[src/rtl/frame_counter_hdr_pkg.sv]
// Shared encodings and frame-length constants for the I3C frame counter.
package fcnt_pkg;

  // i_fcnt_mode encodings
  localparam logic FCNT_SDR = 1'b0;
  localparam logic FCNT_DDR = 1'b1;

  // i_fcnt_dir encodings
  localparam logic FCNT_RX = 1'b0;
  localparam logic FCNT_TX = 1'b1;

  // Bus bits per frame: SDR = 8 data + T-bit, HDR-DDR = 2 preamble + 16 payload + 2 parity
  localparam int SDR_FRM_BITS = 9;
  localparam int DDR_FRM_BITS = 20;

  typedef enum logic [1:0] {
    IDLE = 2'd0,
    RUN  = 2'd1,
    DONE = 2'd2
  } fcnt_state_t;

endpackage

[src/rtl/frame_counter_hdr_bit_counter.sv]
// Bit index within a frame; wraps to zero after the last bit of the frame.
module frame_bit_counter
  import fcnt_pkg::*;
#(
  parameter int BIT_W = 5
) (
  input  logic             i_clk,
  input  logic             i_rst_n,
  input  logic             i_clear,
  input  logic             i_enable,
  input  logic [BIT_W-1:0] i_frm_len,
  output logic [BIT_W-1:0] o_bit_idx,
  output logic             o_wrap
);

  logic [BIT_W-1:0] r_bit_idx;
  logic [BIT_W-1:0] w_last_bit;

  assign w_last_bit = i_frm_len - BIT_W'(1);
  // Wrap is combinational so the parent can register frame_end on the same edge.
  assign o_wrap     = i_enable && (r_bit_idx == w_last_bit);
  assign o_bit_idx  = r_bit_idx;

  // Count enabled bits, holding between strobes; clear has priority.
  always_ff @(posedge i_clk or negedge i_rst_n) begin
    if (!i_rst_n) begin
      r_bit_idx <= '0;
    end else if (i_clear) begin
      r_bit_idx <= '0;
    end else if (i_enable) begin
      r_bit_idx <= o_wrap ? '0 : r_bit_idx + BIT_W'(1);
    end
  end

endmodule

[src/rtl/frame_counter_hdr.sv]
// Frame counter for the SDR / HDR-DDR bit engines.
//
//   state | meaning
//   ------+-----------------------------------------------------------
//   IDLE  | waiting for start; bit strobes ignored
//   RUN   | counting bits into frames until the final frame completes
//   DONE  | single cycle after completion; busy/last_frame still high
//
// The frame total is latched in CNT_W+1 bits so RX with no_frms = 255
// (header frame included) yields 256 frames without overflow.
module frame_counter_hdr
  import fcnt_pkg::*;
#(
  parameter int CNT_W        = 8,
  parameter int SDR_FRM_BITS = fcnt_pkg::SDR_FRM_BITS,
  parameter int DDR_FRM_BITS = fcnt_pkg::DDR_FRM_BITS
) (
  input  logic                              i_fcnt_clk,
  input  logic                              i_fcnt_rst_n,
  input  logic                              i_fcnt_start,
  input  logic                              i_fcnt_abort,
  input  logic [CNT_W-1:0]                  i_fcnt_no_frms,
  input  logic                              i_fcnt_mode,
  input  logic                              i_fcnt_dir,
  input  logic                              i_fcnt_bit_en,
  output logic                              o_fcnt_busy,
  output logic [$clog2(DDR_FRM_BITS)-1:0]   o_fcnt_bit_cnt,
  output logic [CNT_W-1:0]                  o_fcnt_frm_cnt,
  output logic                              o_fcnt_frame_end,
  output logic                              o_fcnt_last_frame,
  output logic                              o_fcnt_done,
  output logic                              o_fcnt_err
);

  localparam int BIT_W = $clog2(DDR_FRM_BITS);

  fcnt_state_t      r_state;
  logic             r_mode;
  logic [CNT_W:0]   r_total;
  logic [CNT_W-1:0] r_frm_cnt;
  logic             r_busy;
  logic             r_last_frame;
  logic             r_frame_end;
  logic             r_done;
  logic             r_err;

  logic [CNT_W:0]   w_total_in;
  logic [CNT_W:0]   w_last_idx;
  logic [CNT_W-1:0] w_frm_nxt;
  logic             w_is_last;
  logic [BIT_W-1:0] w_frm_len;
  logic             w_bit_clear;
  logic             w_bit_enable;
  logic             w_wrap;

  // RX counts the header frame on top of the programmed payload frames.
  assign w_total_in   = {1'b0, i_fcnt_no_frms}
                      + {{CNT_W{1'b0}}, (i_fcnt_dir == FCNT_RX)};
  assign w_last_idx   = r_total - {{CNT_W{1'b0}}, 1'b1};
  assign w_is_last    = ({1'b0, r_frm_cnt} == w_last_idx);
  assign w_frm_nxt    = r_frm_cnt + CNT_W'(1);
  assign w_frm_len    = (r_mode == FCNT_DDR) ? BIT_W'(DDR_FRM_BITS) : BIT_W'(SDR_FRM_BITS);

  // Abort must suppress a frame completing in the same cycle.
  assign w_bit_enable = i_fcnt_bit_en && (r_state == RUN) && !i_fcnt_abort;
  assign w_bit_clear  = i_fcnt_abort || (r_state != RUN);

  frame_bit_counter #(
    .BIT_W (BIT_W)
  ) u_bit_cnt (
    .i_clk     (i_fcnt_clk),
    .i_rst_n   (i_fcnt_rst_n),
    .i_clear   (w_bit_clear),
    .i_enable  (w_bit_enable),
    .i_frm_len (w_frm_len),
    .o_bit_idx (o_fcnt_bit_cnt),
    .o_wrap    (w_wrap)
  );

  // Sequencing FSM with frame index, latched config and registered flags.
  always_ff @(posedge i_fcnt_clk or negedge i_fcnt_rst_n) begin
    if (!i_fcnt_rst_n) begin
      r_state      <= IDLE;
      r_mode       <= FCNT_SDR;
      r_total      <= '0;
      r_frm_cnt    <= '0;
      r_busy       <= 1'b0;
      r_last_frame <= 1'b0;
      r_frame_end  <= 1'b0;
      r_done       <= 1'b0;
      r_err        <= 1'b0;
    end else begin
      r_frame_end <= 1'b0;
      r_done      <= 1'b0;
      r_err       <= 1'b0;
      if (i_fcnt_abort) begin
        r_state      <= IDLE;
        r_frm_cnt    <= '0;
        r_busy       <= 1'b0;
        r_last_frame <= 1'b0;
      end else begin
        case (r_state)
          IDLE: begin
            if (i_fcnt_start) begin
              if (w_total_in == '0) begin
                r_err <= 1'b1;
              end else begin
                r_state      <= RUN;
                r_mode       <= i_fcnt_mode;
                r_total      <= w_total_in;
                r_frm_cnt    <= '0;
                r_busy       <= 1'b1;
                r_last_frame <= (w_total_in == {{CNT_W{1'b0}}, 1'b1});
              end
            end
          end
          RUN: begin
            if (w_wrap) begin
              r_frame_end <= 1'b1;
              if (w_is_last) begin
                r_state <= DONE;
                r_done  <= 1'b1;
              end else begin
                r_frm_cnt    <= w_frm_nxt;
                r_last_frame <= ({1'b0, w_frm_nxt} == w_last_idx);
              end
            end
          end
          DONE: begin
            r_state      <= IDLE;
            r_busy       <= 1'b0;
            r_last_frame <= 1'b0;
          end
          default: begin
            r_state      <= IDLE;
            r_busy       <= 1'b0;
            r_last_frame <= 1'b0;
          end
        endcase
      end
    end
  end

  assign o_fcnt_busy       = r_busy;
  assign o_fcnt_frm_cnt    = r_frm_cnt;
  assign o_fcnt_frame_end  = r_frame_end;
  assign o_fcnt_last_frame = r_last_frame;
  assign o_fcnt_done       = r_done;
  assign o_fcnt_err        = r_err;

endmodule

[config.mk]
export PLATFORM = sky130hd
export DESIGN_NAME = frame_counter_hdr
export DESIGN_NICKNAME = d
export VERILOG_FILES = /design/src/rtl/frame_counter_hdr_pkg.sv /design/src/rtl/frame_counter_hdr_bit_counter.sv /design/src/rtl/frame_counter_hdr.sv
export SDC_FILE = /design/constraint.sdc
export NUM_CORES = 1
export LEC_CHECK = 0
export ABC_CLOCK_PERIOD_IN_PS = 5300
export BUFFER_PORTS_ARGS = -buffer_cell sky130_fd_sc_hd__buf_4
export CAP_MARGIN = 20
export CELL_PAD_IN_SITES_DETAIL_PLACEMENT = 1
export CELL_PAD_IN_SITES_GLOBAL_PLACEMENT = 1
export CORE_ASPECT_RATIO = 1.4
export CORE_MARGIN = 2
export CORE_UTILIZATION = 41
export DETAILED_ROUTE_END_ITERATION = 10
export HOLD_SLACK_MARGIN = 0.08
export PLACE_DENSITY = 0.76
export SKIP_LAST_GASP = 1
export SYNTH_ARGS = -nofsm -noshare
export SYNTH_HDL_FRONTEND = slang
export SYNTH_SLANG_ARGS = --single-unit
[constraint.sdc]
create_clock -name i_fcnt_clk -period 5.3 [get_ports i_fcnt_clk]
set_input_delay 0.265 -clock i_fcnt_clk [delete_from_list [all_inputs] [get_ports i_fcnt_clk]]
set_output_delay 0.265 -clock i_fcnt_clk [all_outputs]
set_load 0.03 [all_outputs]
Word-level counts from Yosys, hierarchy flattened
Index checks and enable logic that the tools add are counted.
Word-level totals
  logic and storage cells: 81
  output and inout port bits: 18
  register bits after elaboration: 30
Operators by class
  reduce and logical (&&, ||, !) cells: 14
  muxes and demuxes: 37
  $add $sub $neg: 5
  bitwise operators: 3
  equality and inequality tests: 12
Operators by type and width (number)
  2-to-1 mux 8 bit: 5
  2-to-1 mux 5 bit: 4
  2-to-1 mux 1 bit: 19
  equality test 8 x 9 -> 1 bit: 2
  case mux 8 bit (2 select lines): 1
  inequality test 3 bit (second input constant): 4
  AND reduction 4 bit: 3
  2-to-1 mux 2 bit: 5
  adder 8 x 1 -> 9 bit: 1
  equality test 9 x 1 -> 1 bit (second input constant): 1
  logical NOT 9 bit: 1
  subtractor 9 x 1 -> 9 bit (second input constant): 1
  adder 8 x 1 -> 8 bit (second input constant): 1
  adder 5 x 1 -> 5 bit (second input constant): 1
  equality test 5 bit: 1
  AND reduction 5 bit: 1
  subtractor 5 x 1 -> 5 bit (second input constant): 1
  case mux 1 bit (2 select lines): 2
  case mux 2 bit (2 select lines): 1
  logical AND 1 bit: 3
  inequality test 3 x 2 -> 1 bit (second input constant): 1
  NOT 1 bit: 3
  AND reduction 3 bit: 1
  nonzero test 3 bit: 1
  7 further kinds: 7

Longest topological paths before layout
Gate-level depths: netlist (run 1).
  depth in word-level cells: 7
  depth in mapped cells: 10

Modules after synthesis
A second synthesis (run 1) with hierarchy kept.
Unflattened totals
  cell total of the unflattened synthesis: 256
  area, all modules: 2215.9 um^2
By module, submodules not included
  frame_counter_hdr: cells an instance 216, seq. area each 625.6 um^2, area an instance 1828.0 um^2, instances 1
  frame_bit_counter: cells an instance 40, seq. area each 125.1 um^2, area an instance 387.9 um^2, instances 1

Worst setup path before layout (run 1)
No wires, ideal clock.
  path kind: register -> register
  from: reg r_total[0]
  to: reg r_last_frame (netlist: o_fcnt_last_frame)
  path buffers: 0
  cell stages (with the launch flop): 10
  arrival: 2.300 ns
  period minus slack after synthesis: 2.425 ns
  path slack: 2.875 ns
  path through: dfrtp_1 -> inv_1 -> ha_1 -> or4b_4 -> nor4_4 -> xnor2_1 -> o21ai_2 -> o211ai_2 -> o211ai_2 -> mux2_4
On the way
  word-level cells in the longest chain between the ends: 6
  elaborated cells between the ends (all ways): 9
  those cells by class: add/sub (1); eq/ne (3); mux (4); reduce/logical (1)
Ends and longest elaborated chain
  start: declaration: RTL line frame_counter_hdr.sv:39  | logic [CNT_W:0] r_total;
  start signal: assignment: RTL line frame_counter_hdr.sv:110  | r_total <= w_total_in;
  subtractor 9 x 1 -> 9 bit *: RTL line frame_counter_hdr.sv:59  | assign w_last_idx = r_total - {{CNT_W{1'b0}}, 1'b1};
  equality test 8 x 9 -> 1 bit: RTL line frame_counter_hdr.sv:125  | r_last_frame <= ({1'b0, w_frm_nxt} == w_last_idx);
  2-to-1 mux 1 bit: RTL line frame_counter_hdr.sv:120  | if (w_is_last) begin
  2-to-1 mux 1 bit: RTL line frame_counter_hdr.sv:118  | if (w_wrap) begin
  case mux 1 bit (2 select lines): RTL line frame_counter_hdr.sv:102  | case (r_state)
  2-to-1 mux 1 bit: RTL line frame_counter_hdr.sv:96  | if (i_fcnt_abort) begin
  end signal: assignment: RTL line frame_counter_hdr.sv:113  | r_last_frame <= (w_total_in == {{CNT_W{1'b0}}, 1'b1});
  end signal: assignment: RTL line frame_counter_hdr.sv:125
  end: declaration: RTL line frame_counter_hdr.sv:42  | logic r_last_frame;
Every way passes the cells marked *; elsewhere a longest branch is shown, timed or not. The select of a mux whose other input is x is not followed.
A chain may end at the register's enable or synchronous reset.

Worst setup path after layout (run 1)
Ends and elaborated chain as after synthesis.

==> results_dict.tcl, run 1 <==
set metrics [dict create \
    cp_max_fo 6 \
    drtAntennaViolNets 0 \
    slowest_delay_ns 0.51 \
    arrival_ns 2.79 \
    async_flop_share_pct 100 \
    wirelength_mm 5.14 \
    crit_required_ns 5.47 \
    maxSlewHeadroom_pct 70.8 \
    synth_seq_cells 30 \
    start_util_pct 42.2 \
    drt_pass1_iterations 4 \
    crit_path_start_kind "flip-flop" \
    ys.flop_type "dfrtp_1" \
    tightest_slew_ns 0.435 \
    critical_path_depth 9 \
    first_global_vias 1822 \
    leakage_nw 1.01 \
    ys.warnings.count 0 \
    clock_path_buffers 2 \
    synth_edf_count 0 \
    critPathKind "flip-flop to flip-flop" \
    min_period_ns 2.62 \
    status "complete, no violations" \
    clk_latency_ns 0.29 \
    syn_to_final_growth_pct 20.3 \
    wl_per_cell_um 15.7 \
    rows 30 \
    drive_gt1_share_pct 21.6 \
    io_pins 33 \
    multiInputGateArea_um2 1200 \
    rsz0062_at_grt "false" \
    postCtsSetupRepairBufs 0 \
    setup_viol 0 \
    nets 283 \
    cap_violations 0 \
    core_um2 4800 \
    yosys.area.top_type "dfrtp_1" \
    place.port_buffers 32 \
    synth_area_leaders "dfrtp_1 (37%), xnor2_1 (8.6%), nor2_1 (3.7%), nand2_1 (3.3%), ha_1 (3.1%)" \
    fin_ws_ns 2.68 \
    drv_slew 0 \
    crit_buf_inv 1 \
    clock_sinks 30 \
    synth_cell_types 49 \
    fin_skew_ns 0.00421 \
    synth_adder_area_share_pct 3.09 \
    dp_worst_setup_slack_ns 2.71 \
    via_per_inst 5.49 \
    syn-cell-area_um2 2030 \
    yosys.area.top_type_share_pct 37.1 \
    endpoint_kind "flip-flop" \
    diodes 0 \
    root_buffer "clkbuf_8" \
    path_cells "inv_1 -> ha_1 -> or4b_4 -> nor4_4 -> xnor2_1 -> o21ai_2 -> o211ai_2 -> o211ai_2 -> mux2_4" \
    drc 0 \
    cts.repair.resized 0 \
    cts_buffers 5 \
    synthCells 227 \
    drt_iter0_drc 83 \
    grt_usage_pct 20.5 \
    critPathTopFamily "simple AND/OR/NAND/NOR gates" \
    clock.fmax_mhz 382 \
    ff2ff_path_depth 9 \
    ir_drop_uv 108 \
    synth.avg_cell_area_um2 8.92 \
    overflow 0 \
    synth.most_common_cell "dfrtp_1" \
    synth_compound_area_share_pct 17.0 \
    die_area_um2 5530 \
    place_congestion 0.840 \
    synth_xor_area_share_pct 11.2 \
    cp_slowest_cell "or4b_4" \
    finalSetupTns_ns 0 \
    worstHoldPathCells 2 \
    antenna_found_initial 0 \
    vias 1801 \
    synthesis.nets 247 \
    tritoncts "built" \
    cellPowerDensity_nw_per_um2 255 \
    synthTopCellsByCount "dfrtp_1 (30), nor2_1 (20), xnor2_1 (20)" \
    path_clk_slew_ns 0.06 \
    hold_buffers 1 \
    cts-htree-levels 2 \
    synth-seq-area-share_pct 37.1 \
    synth_top_family_by_area "simple AND/OR/NAND/NOR gates" \
    die_w_um 63.4 \
    grt_max_degree 31 \
    hold_path_class "primary input to flip-flop" \
    die_y_um 87.2 \
    n_fill_cell 603 \
    synthMuxAreaShare_pct 2.90 \
    cpMostUsedCell "o211ai_2" \
    grt_pass1_wl_mm 8.82 \
    hold_violations 0 \
    synth-simple-area-share_pct 25.3 \
    regArea_um2 751 \
    finalCritPeriodShare_pct 49.4 \
    dpl.hpwl_mm 3.99 \
]
[report_power, final]
group          switching, W  internal (W)
sequential        0.0000309      0.000245
combinational     0.0000813     0.0000694
clock             0.0000907      0.000104
total              0.000203      0.000419
[logic make-up after synthesis]
logic type / Yosys count
and+or+nand+nor: 94
AOI/OAI and AO/OA: 50
DFF: 30
xor gates and xnor gates: 25
buffers and inverters: 18
muxes: 5
adders and majority gates: 5
[sequential cells by signal (all words and copies together) (netlist names)]
signal and cells:
o_fcnt_last_frame 1, o_fcnt_frm_cnt 8, r_mode 1, o_fcnt_err 1, o_fcnt_busy 1, u_bit_cnt.o_bit_idx 5, o_fcnt_done 1, r_total 9
r_state 2, o_fcnt_frame_end 1
[path summary, 6_finish.rpt]
path / startpoint / end / slack, ns
worst max-delay path: r_total[0] / o_fcnt_last_frame / 2.68
worst min-delay path: i_fcnt_abort / o_fcnt_frm_cnt[0] / 0.21
worst max register to register: r_total[0] / o_fcnt_last_frame / 2.68
worst min register to register: o_fcnt_last_frame / o_fcnt_last_frame / 0.52
max in group asynchronous: i_fcnt_rst_n / o_fcnt_busy / 4.57
min in group asynchronous: i_fcnt_rst_n / o_fcnt_frm_cnt[4] / 0.45
[worst register-to-register path, stage by stage (launching register included)]
cell,delay [ns]
dfrtp_1,0.44
inv_1,0.10
ha_1,0.23
or4b_4,0.51
nor4_4,0.16
xnor2_1,0.19
o21ai_2,0.12
o211ai_2,0.26
o211ai_2,0.16
mux2_4,0.32
[placed cells by master, fill, tap and decap left out, drive strengths merged, types with 4 or more instances in the layout]
cell,count
nand2,18
o22ai,4
dfrtp,30
nor2,20
nand3b,5
o21a,5
o211ai,4
or3,4
mux2,4
a21oi,9
nand4,5
and3,5
nor3,12
buf,33
nand3,8
ha,5
clkbuf,6
xnor2,21
o21ai,13
inv,13
xor2,4
nor4,4
[final cells by class]
cell class,instances,area share [%]
flip-flops and latches,30,30.8
clock inverters,2,0.513
multi-input cells,179,49.4
clock buffers,6,3.39
inverters,13,2.00
well taps,64,3.29
repair buffers,34,10.6
[per-stage QoR]
step                instances  util (%)  cell area [um^2]  power, W  hold WS (ns)
floorplan                 227         -              2030  0.000384       -0.0306
global placement          319      48.5              2330  0.000427         0.219
detailed placement        319      48.5              2330  0.000431         0.222
CTS                       328      50.7              2440  0.000631         0.191
global route              328      50.7              2440  0.000660         0.206
finish                    328      50.7              2440  0.000622         0.206
[layer usage]
layer | GRT usage (%) | share of wire [%] | vias up | routed length (um)
met5 | 0 | 0 | - | 0
met2 | 37.1 | 53 | 31 | 2730
li1 | - | - | 884 | -
met4 | 9.68 | 2.2 | 0 | 113
met3 | 2.72 | 2.5 | 8 | 126
met1 | 23.8 | 42 | 878 | 2160
Power figures use the tool's default switching activity.
==> run 2: changes to the inputs <==
--- a/config.mk
+++ b/config.mk
@@ -5,7 +5,7 @@
 export SDC_FILE = /design/constraint.sdc
 export NUM_CORES = 1
 export LEC_CHECK = 0
-export ABC_CLOCK_PERIOD_IN_PS = 5300
+export ABC_CLOCK_PERIOD_IN_PS = 2750
 export BUFFER_PORTS_ARGS = -buffer_cell sky130_fd_sc_hd__buf_4
 export CAP_MARGIN = 20
 export CELL_PAD_IN_SITES_DETAIL_PLACEMENT = 1
==> constraint.sdc (replaced) <==
create_clock -name i_fcnt_clk -period 2.75 [get_ports i_fcnt_clk]
set_input_delay 0.1375 -clock i_fcnt_clk [delete_from_list [all_inputs] [get_ports i_fcnt_clk]]
set_output_delay 0.1375 -clock i_fcnt_clk [all_outputs]
set_load 0.03 [all_outputs]
==> run 2 against run 1 <==
- final area increased by 0.51%
- critical endpoint unchanged
- cell count grew 0.30%
- maximum frequency grew 1.0%
- clock skew is 0.0030 ns higher
- hold slack worse by 0.12 ns
- clock-buffer cell count is the same
==> results_dict.tcl, run 2 (synthesized netlist as in run 1, its figures left out) <==
set metrics [dict create \
    cts-htree-levels 2 \
    ir_drop_uv 278 \
    slowest_delay_ns 0.50 \
    cp_max_fo 6 \
    critPathKind "flip-flop to flip-flop" \
    cp_slowest_cell "or4b_4" \
    clk_latency_ns 0.29 \
    clock_sinks 30 \
    utilization_pct 51.0 \
    hold-path-endpoint "o_fcnt_frm_cnt[0]" \
    root_buffer "clkbuf_8" \
    crit_required_ns 2.92 \
    place_congestion 0.854 \
    die_y_um 87.2 \
    path_clk_slew_ns 0.07 \
    largest_reg_flops 9 \
    rrSetupSlack_ns 0.16 \
    regMostFlops "r_total" \
    drt_pass1_iterations 4 \
    place.port_buffers 32 \
    drt_iter0_drc 38 \
    maxSlewHeadroom_pct 71.4 \
    grt_pass1_wl_mm 8.87 \
    placed_cells 319 \
    diodes 0 \
    fin_cells 329 \
    leakage_nw 1.02 \
    path_cells "inv_1 -> ha_2 -> or4b_4 -> nor4_4 -> xnor2_1 -> o21ai_2 -> o211ai_2 -> o211ai_2 -> mux2_4" \
    syn_to_final_growth_pct 20.9 \
    tightest_slew_ns 0.429 \
    tritoncts "built" \
    rows 30 \
    vias 1801 \
    reg2reg_to "o_fcnt_last_frame" \
    die_w_um 63.4 \
    io_pins 33 \
    start_util_pct 42.2 \
    min_from "i_fcnt_abort" \
    antenna_found_initial 0 \
    wl_per_cell_um 15.9 \
    fin_skew_ns 0.00718 \
    die_area_um2 5530 \
    clock.fmax_mhz 386 \
    grt_usage_pct 20.6 \
    dpl.hpwl_mm 4.02 \
    crit_path_start_kind "flip-flop" \
    nets 284 \
    r2r-start "r_total[0]" \
    clock_path_buffers 2 \
    drc 0 \
    overflow 0 \
    finalCritPeriodShare_pct 94.2 \
    arrival_ns 2.76 \
    grt_max_degree 31 \
    first_global_vias 1824 \
    hold_violations 0 \
    status "complete, no violations" \
    core_um2 4800 \
    min_period_ns 2.59 \
    cellPowerDensity_nw_per_um2 492 \
    cap_violations 0 \
    postCtsSetupRepairBufs 0 \
    endpoint_kind "flip-flop" \
    final_cell_mix "buf_4 (33), dfrtp_1 (30), nor2_1 (20), xnor2_1 (20), nand2_1 (18)" \
    whs_ns 0.0862 \
    cpMostUsedCell "o211ai_2" \
    drv_slew 0 \
    drive_gt1_share_pct 21.9 \
    ff2ff_path_depth 9 \
    drtAntennaViolNets 0 \
    hold_path_class "primary input to flip-flop" \
    mostFrequentLayoutCell "buf_4" \
    rsz0062_at_grt "false" \
    worstHoldPathCells 2 \
    via_per_inst 5.47 \
    wirelength_mm 5.22 \
    setup_viol 0 \
    finalSetupTns_ns 0 \
    cts_buffers 5 \
]
run 2: final cells by class:
cell class | instances | area [um^2]
tap | 64 | 80.1
sequential | 30 | 751
timing repair buffer | 35 | 268
inverter | 13 | 48.8
multi-input combinational | 179 | 1210
fill | 617 | 2350
clock buffer | 6 | 82.6
clock inverter | 2 | 12.5
run 2: repair_timing:
item	CTS	global route
hold buffers	2	0
setup endpoints to repair	0	1
endpoints found under the hold margin	31	0
resized for setup	0	1
run 2: metrics by stage:
stage	setup slack (ns)	total power (W)	area [um^2]
2_1_floorplan	0.325	0.000739	2030
5_1_grt	0.00859	0.00128	2450
6_report	0.161	0.00121	2450
3_5_place_dp	0.148	0.000830	2330
4_1_cts	0.121	0.00121	2450
3_3_place_gp	0.242	0.000822	2330
run 2: worst max-delay path by stage:
stage          startpoint                 to  slack, ns  depth (start not counted)
2_1_floorplan  r_total[0]  o_fcnt_last_frame       0.32                          9
3_3_place_gp   r_total[0]  o_fcnt_last_frame       0.24                          9
3_5_place_dp   r_total[0]  o_fcnt_last_frame       0.15                          9
4_1_cts        r_total[0]  o_fcnt_last_frame       0.12                          9
5_1_grt        r_total[0]  o_fcnt_last_frame      0.009                          9
6_report       r_total[0]  o_fcnt_last_frame       0.16                          9
run 2: critical path: cells and delay by family, from the launching register on:
kind / cells / cell delay [ns]
buf+inv: 1 / 0.10
compound gates: 3 / 0.53
mux: 1 / 0.32
xor+xnor: 1 / 0.20
simple gates: 2 / 0.66
fa+ha+maj: 1 / 0.22
flops: 1 / 0.44
run 2: power breakdown:
group	switching, W	leakage [nW]	internal (W)	total (W)
Clock	0.000177	0.0472	0.000201	0.000378
Combinational	0.000160	0.574	0.000137	0.000297
Sequential	0.0000584	0.394	0.000472	0.000531
Total	0.000396	1.02	0.000811	0.00121
run 2: layer usage:
metal / GRT usage [%] / share of wire [%]
met1: 23.8 / 43
met2: 37.6 / 52
met3: 3.36 / 2.8
met4: 8.70 / 2.1
met5: 0 / 0
==> run 3: changes to the inputs <==
--- a/config.mk
+++ b/config.mk
@@ -8,14 +8,13 @@
 export ABC_CLOCK_PERIOD_IN_PS = 2750
 export BUFFER_PORTS_ARGS = -buffer_cell sky130_fd_sc_hd__buf_4
 export CAP_MARGIN = 20
-export CELL_PAD_IN_SITES_DETAIL_PLACEMENT = 1
-export CELL_PAD_IN_SITES_GLOBAL_PLACEMENT = 1
 export CORE_ASPECT_RATIO = 1.4
 export CORE_MARGIN = 2
 export CORE_UTILIZATION = 41
 export DETAILED_ROUTE_END_ITERATION = 10
 export HOLD_SLACK_MARGIN = 0.08
-export PLACE_DENSITY = 0.76
+export PLACE_DENSITY_LB_ADDON = 0.1
+export SETUP_SLACK_MARGIN = 0.15
 export SKIP_LAST_GASP = 1
 export SYNTH_ARGS = -nofsm -noshare
 export SYNTH_HDL_FRONTEND = slang
==> run 3 against run 2 <==
- cell count increased by 0.91%
- combinational power grew 11%
- worst setup slack improved by 0.097 ns
==> results_dict.tcl, run 3 (synthesized netlist as in run 1, its figures left out) <==
set metrics [dict create \
    hold_violations 0 \
    endpoint_kind "flip-flop" \
    first_global_vias 1775 \
    hold_path_class "primary input to flip-flop" \
    wl_per_cell_um 14.3 \
    drive_gt1_share_pct 24.3 \
    dpl.hpwl_mm 3.68 \
    finalSetupTns_ns 0 \
    status "complete, no violations" \
    cp_max_fo 6 \
    clock_sinks 30 \
    maxSlewHeadroom_pct 71.2 \
    ir_drop_uv 210 \
    cts-htree-levels 2 \
    tightest_slew_ns 0.432 \
    p_sw_share_pct 32.5 \
    via_per_inst 5.39 \
    nets 287 \
    regMostFlops "r_total" \
    cap_violations 0 \
    cts_buffers 5 \
    post_dp_cell_area_um2 2350 \
    cellPowerDensity_nw_per_um2 491 \
    p_clk_share_pct 30.4 \
    die_w_um 63.4 \
    vias 1789 \
    grt_usage_pct 18.8 \
    start_util_pct 42.2 \
    place.port_buffers 32 \
    largest_reg_flops 9 \
    design_area_um2 2520 \
    overflow 0 \
    mostFrequentLayoutCell "buf_4" \
    intPower_w 0.000835 \
    clk_latency_ns 0.28 \
    arrival_ns 2.67 \
    leakage_nw 1.04 \
    fin_skew_ns 0.00453 \
    diodes 0 \
    clock.fmax_mhz 401 \
    drtAntennaViolNets 0 \
    place_congestion 0.782 \
    antenna_found_initial 0 \
    io_pins 33 \
    placed_cells 321 \
    grt_pass1_wl_mm 8.16 \
    drt_pass1_iterations 5 \
    pwr-share-seq_pct 42.9 \
    drc 0 \
    p_sw_w 0.000403 \
    crit_path_start_kind "flip-flop" \
    pwr-share-comb_pct 26.7 \
    rows 30 \
    clock_path_buffers 2 \
    critPathKind "flip-flop to flip-flop" \
    root_buffer "clkbuf_8" \
    final_cell_mix "buf_4 (35), dfrtp_1 (29), nor2_1 (20), xnor2_1 (19), nand2_1 (18)" \
    grt_max_degree 31 \
    die_area_um2 5530 \
    syn_to_final_growth_pct 24.6 \
    setup_viol 0 \
    postCtsSetupRepairBufs 0 \
    finalCritPeriodShare_pct 90.6 \
    die_y_um 87.2 \
    tritoncts "built" \
    drt_iter0_drc 82 \
    core_um2 4800 \
    rsz0062_at_grt "false" \
    whs_ns 0.125 \
    path_clk_slew_ns 0.07 \
    fin_cells 332 \
    drv_slew 0 \
    wirelength_mm 4.75 \
    crit_required_ns 2.92 \
    min_period_ns 2.49 \
]
==> run 3: layout make-up <==
class                      count  area (um^2)
fill                         493         2280
multi-input combinational    179         1250
sequential                    30          752
timing repair buffer          38          293
clock buffer                   6         82.6
tap                           64         80.1
inverter                      13         48.8
clock inverter                 2         12.5
==> run 3: path summary, 6_finish.rpt <==
check                                   from                end  slack, ns  depth (start not counted)
worst max-delay path              r_total[0]  o_fcnt_last_frame       0.26                          9
worst min-delay path            i_fcnt_start         o_fcnt_err       0.13                          3
worst max register to register    r_total[0]  o_fcnt_last_frame       0.26                          9
worst min register to register   o_fcnt_busy        o_fcnt_busy       0.49                          1
max in group asynchronous       i_fcnt_rst_n         r_total[0]       2.12                          2
min in group asynchronous       i_fcnt_rst_n  o_fcnt_last_frame       0.31                          2
==> run 3: power groups by stage <==
stage / clock (W) / sequential (W) / combinational, W
3_5_place_dp: 0 / 0.000531 / 0.000299
2_1_floorplan: 0 / 0.000522 / 0.000217
5_1_grt: 0.000409 / 0.000537 / 0.000367
4_1_cts: 0.000394 / 0.000522 / 0.000305
3_3_place_gp: 0 / 0.000529 / 0.000299
6_report: 0.000376 / 0.000531 / 0.000331
==> run 3: worst max-delay path: stages (launching register included) <==
cell,delay (ns)
dfrtp_2,0.45
inv_2,0.09
ha_4,0.17
or4b_4,0.50
nor4_4,0.19
xnor2_2,0.16
o21ai_2,0.10
o211ai_2,0.25
o211ai_2,0.16
mux2_4,0.31
==> run 3: metrics by stage <==
stage / total power [W] / setup slack, ns / util [%]
after detailed placement: 0.000830 / 0.167 / 48.9
final: 0.00124 / 0.257 / 52.5
after floorplan: 0.000739 / 0.325 / -
after CTS: 0.00122 / 0.161 / 51.5
after global routing: 0.00131 / 0.159 / 52.5
after global placement: 0.000828 / 0.228 / 48.9
==> run 3: per-layer routing <==
metal | share of wire, % | routed length [um] | track usage [%] | vias up
met3 | 3.3 | 158 | 2.85 | 8
met1 | 42 | 1970 | 21.0 | 846
met5 | 0 | 0 | 0 | -
met4 | 1.7 | 83 | 7.31 | 0
li1 | - | - | - | 899
met2 | 53 | 2530 | 35.5 | 36
==> run 3: what timing repair did <==
action                                 CTS  global route
endpoints found under the hold margin   32             0
resized for setup                        0            10
setup endpoints to repair                0             8
hold buffers                             3             0
